**src/rtl/bcd_to_binary_seq.sv**
```systemverilog
// Sequential BCD-to-binary converter, one digit per clock, MSD first.
// Start/busy/done handshake; any digit above 9 forces a zero result with error.
module bcd_to_binary_seq #(
    parameter int NDIGITS = 2,
    parameter int OUT_W   = 7
) (
    input  logic                   clk,
    input  logic                   rst,
    input  logic                   start,
    input  logic [4*NDIGITS-1:0]   bcd_in,
    output logic                   busy,
    output logic                   done,
    output logic [OUT_W-1:0]       binary_out,
    output logic                   error
);

    localparam int AW = OUT_W + 4;
    localparam int SW = 4 * NDIGITS;
    localparam int CW = (NDIGITS > 1) ? $clog2(NDIGITS) : 1;
    localparam logic [CW-1:0] LAST = CW'(NDIGITS - 1);

    typedef enum logic [1:0] {
        IDLE = 2'd0,
        CONV = 2'd1,
        DONE = 2'd2
    } state_t;

    state_t              r_state;
    logic [SW-1:0]       r_sr;
    logic [OUT_W-1:0]    r_acc;
    logic [CW-1:0]       r_cnt;
    logic                r_err;
    logic                r_busy;
    logic                r_done;
    logic [OUT_W-1:0]    r_out;
    logic                r_out_err;

    logic [3:0]          w_d;
    logic [AW-1:0]       w_ext;
    logic [AW-1:0]       w_next;
    logic                w_bad;
    logic                w_err;

    assign w_d    = r_sr[SW-1 -: 4];
    assign w_ext  = AW'(r_acc);
    // acc*10 as shift-add, widened so the final 10^N - 1 is exact
    assign w_next = (w_ext << 3) + (w_ext << 1) + AW'(w_d);
    assign w_bad  = (w_d > 4'd9);
    assign w_err  = r_err | w_bad;

    always_ff @(posedge clk) begin
        if (rst) begin
            r_state   <= IDLE;
            r_sr      <= '0;
            r_acc     <= '0;
            r_cnt     <= '0;
            r_err     <= 1'b0;
            r_busy    <= 1'b0;
            r_done    <= 1'b0;
            r_out     <= '0;
            r_out_err <= 1'b0;
        end else begin
            unique case (r_state)
                IDLE: begin
                    r_done <= 1'b0;
                    if (start) begin
                        r_sr    <= bcd_in;
                        r_acc   <= '0;
                        r_cnt   <= '0;
                        r_err   <= 1'b0;
                        r_busy  <= 1'b1;
                        r_state <= CONV;
                    end
                end
                CONV: begin
                    r_acc <= w_next[OUT_W-1:0];
                    r_sr  <= r_sr << 4;
                    r_err <= w_err;
                    if (r_cnt == LAST) begin
                        r_out     <= w_err ? '0 : w_next[OUT_W-1:0];
                        r_out_err <= w_err;
                        r_done    <= 1'b1;
                        r_state   <= DONE;
                    end else begin
                        r_cnt <= r_cnt + 1'b1;
                    end
                end
                DONE: begin
                    r_done  <= 1'b0;
                    r_busy  <= 1'b0;
                    r_state <= IDLE;
                end
                default: begin
                    r_done  <= 1'b0;
                    r_busy  <= 1'b0;
                    r_state <= IDLE;
                end
            endcase
        end
    end

    assign busy       = r_busy;
    assign done       = r_done;
    assign binary_out = r_out;
    assign error      = r_out_err;

endmodule
```
**config.mk**
```make
export PLATFORM = sky130hd
export DESIGN_NAME = bcd_to_binary_seq
export DESIGN_NICKNAME = d
export VERILOG_FILES = /design/src/rtl/bcd_to_binary_seq.sv
export SDC_FILE = /design/constraint.sdc
export NUM_CORES = 1
export LEC_CHECK = 0
export BUFFER_PORTS_ARGS = -buffer_cell sky130_fd_sc_hd__buf_2
export CORE_ASPECT_RATIO = 0.6
export CORE_UTILIZATION = 40
export DETAILED_ROUTE_END_ITERATION = 6
export SYNTH_ARGS = -nofsm -noshare
export SYNTH_HDL_FRONTEND = slang
export SYNTH_SLANG_ARGS = --single-unit
export TNS_END_PERCENT = 20
```
**constraint.sdc**
```tcl
create_clock -name clk -period 5.8 [get_ports clk]
set_clock_uncertainty 0.1 [all_clocks]
set_input_delay 0.29 -clock clk [delete_from_list [all_inputs] [get_ports clk]]
set_output_delay 0.29 -clock clk [all_outputs]
set_load 0.1 [all_outputs]
```
==> metrics <==
status completed; Max-Cap Viols 0; post-synthesis cell type count 34; Peak VDD IR 145.6 uV; most frequent cells in the layout dfxtp_1, nor2_1, buf_2; post-synthesis simple-gate area fraction 23.49%; Placed Area 0.001478 mm^2; Initial Util 41.95%; post-DP HPWL 2.099 mm; largest cells by area after synthesis dfxtp_1, ha_1, nor2_1; Min-Delay Path Class input pin to flop; initial antenna violation count 0; Post CTS Setup Buffer Count 0; I/O pins 21; most common cell after layout, fill and taps aside dfxtp_1; endpoint arrival time on the critical path 2360 ps; # diodes 0; worst setup margin 3535 ps; die width 77.52 um; fillers 325; RSZ-0062 raised after global routing false; via count 1,118; actual slew at the worst max-slew pin 517.8 ps; top_reg_cell synth dfxtp_1; final slew viol count 0; period utilisation layout 39.04%; f_max 441.6 MHz; Synth Area in Adders 10.24%; TritonCTS clock tree yes; Critical Path Fanout Max 3; Layout area overhead 13.16%; CTS root buf clkbuf_8; Die Ht 47.31 um; post-synth top area share 40.95%; Placeable Area 0.003263 mm^2; relative slew slack 65.48%; # DRC 0; WP data required 5900 ps; leak pwr 0.0006824 uW; Worst Setup Slack post-DPL 3579 ps; syn nets 176; GP Congestion 0.8260; Final #Nets 193; Post-synth ARST share 0%; Final Setup Violations 0; die area 0.003667 mm^2; final instance area 0.001549 mm^2; number of global-route vias before repair 922; post-CTS sizing 0; main combinational cell family by area after synthesis simple AND/OR/NAND/NOR gates; largest net degree at the start of global routing 30; post-synthesis sequential area ratio 40.95%; Synth warnings 0; Power Dens Cells 279.1 mW/mm^2; Synth Area in XOR/XNOR 2.559%; Port Buffers 20; final wirelength 2.969 mm; Fin. Hold Viols 0; First-pass DRT Iterations 4; startpoint types flop; CTS Buf Count 3; Post-synth EDFFs 0; post-synthesis sequential element count 28; post-DR vias/cell 5.176; post-route minimum period 2265 ps; layout cells sized above 1 18.13%; Synth Area in Compound Gates 16.82%; first-pass GRT wire length 4.457 mm; CTS clk-pin slew, worst paths 90 ps; multiplexer share of the synthesized area 0%; cell taking the most area after synthesis dfxtp_1; CP endpoint kind flop; hold_buf cts 0; synthesized area 0.001369 mm^2; Syn Inst Count 155; Synth Area per Inst 8.831 um^2; global-route usage over all layers 16.36%; H-tree Lvls 1; setup TNS 0 ps; CTS max path bufs 2; Routed Antenna Nets 0; clock latency on the worst-skew pair 270 ps; clk sinks 28; GRT overflow 0; initial DRC count 46; kind of critical path flop to flop; DR WL/cell 13.75 um; Rows 16
per-stage QoR:
step / hold slack [ps] / power [uW] / std cells / util (%)
after floorplan: 273.9 / 267.7 / 155 / -
after global placement: 338.1 / 280.7 / 212 / 45.28
after detailed placement: 345.8 / 282.2 / 212 / 45.28
after CTS: 180.5 / 435.5 / 216 / 47.47
after global routing: 183.7 / 451.0 / 216 / 47.47
final: 180.1 / 432.3 / 216 / 47.47
logic make-up (layout without fill, tap and decap cells):
kind of cell | count (synthesis) | in the layout
and+or+nand+nor | 62 | 62
AOI/OAI and AO/OA | 34 | 34
DFF | 28 | 28
buffers and inverters | 17 | 33
adders and majority gates | 10 | 10
xor gates and xnor gates | 4 | 4
state kept, by name, summed over array words and instances (netlist names):
register    cells
binary_out      7
busy            1
done            1
error           1
r_acc           6
r_cnt           1
r_err           1
r_sr            8
r_state         2
layer usage:
| metal | global-route usage (%) | share of wire [%] | vias to the layer above |
|---|---|---|---|
| li1 | - | - | 563 |
| met5 | 0 | 0 | - |
| met1 | 24.62 | 56 | 532 |
| met4 | 3.396 | 0.64 | 0 |
| met3 | 3.495 | 3.1 | 2 |
| met2 | 23.89 | 41 | 21 |
Yosys cell counts (2+ instances only):
cell       number
xor2_1          2
a21oi_1        14
nor2b_1         7
a22oi_1         5
nor3_1          4
inv_1           9
nand2b_1        2
nand3b_1        3
ha_1            8
nor2_2          3
nand2_1        13
nand3_1         4
buf_4           2
buf_2           2
fa_1            2
dfxtp_1        28
a311oi_1        4
xnor2_1         2
a2bb2oi_1       4
nor2_1         21
clkbuf_1        3
critical path: stages (launching register included):
cell and delay, ps:
dfxtp_1 380, inv_1 90, fa_1 510, fa_1 490
nor2b_1 140, o21ai_0 110, and3_4 190, o31ai_2 190
report_power, final:
part           switching (uW)  internal, uW
Sequential               9.30           201
Clock                    61.6          92.4
Combinational            44.1          23.7
layout make-up:
class                      count  area, um^2  area share (%)
clock inverter                 1       30.03           1.939
timing repair buffer          20       100.1           6.462
sequential                    28       560.5           36.19
multi-input combinational    110       726.9           46.93
tap                           45       56.30           3.635
clock buffer                   3       41.29           2.666
inverter                       9       33.78           2.181
path summary, 6_finish.rpt:
kind	from	depth (start not counted)	slack, ps	to
max	r_acc[0]	7	3540	binary_out[6]
min	bcd_in[4]	3	180	r_sr[4]
max reg2reg	r_acc[0]	7	3540	binary_out[6]
min reg2reg	binary_out[1]	2	360	binary_out[1]
Power figures use the tool's default switching activity.
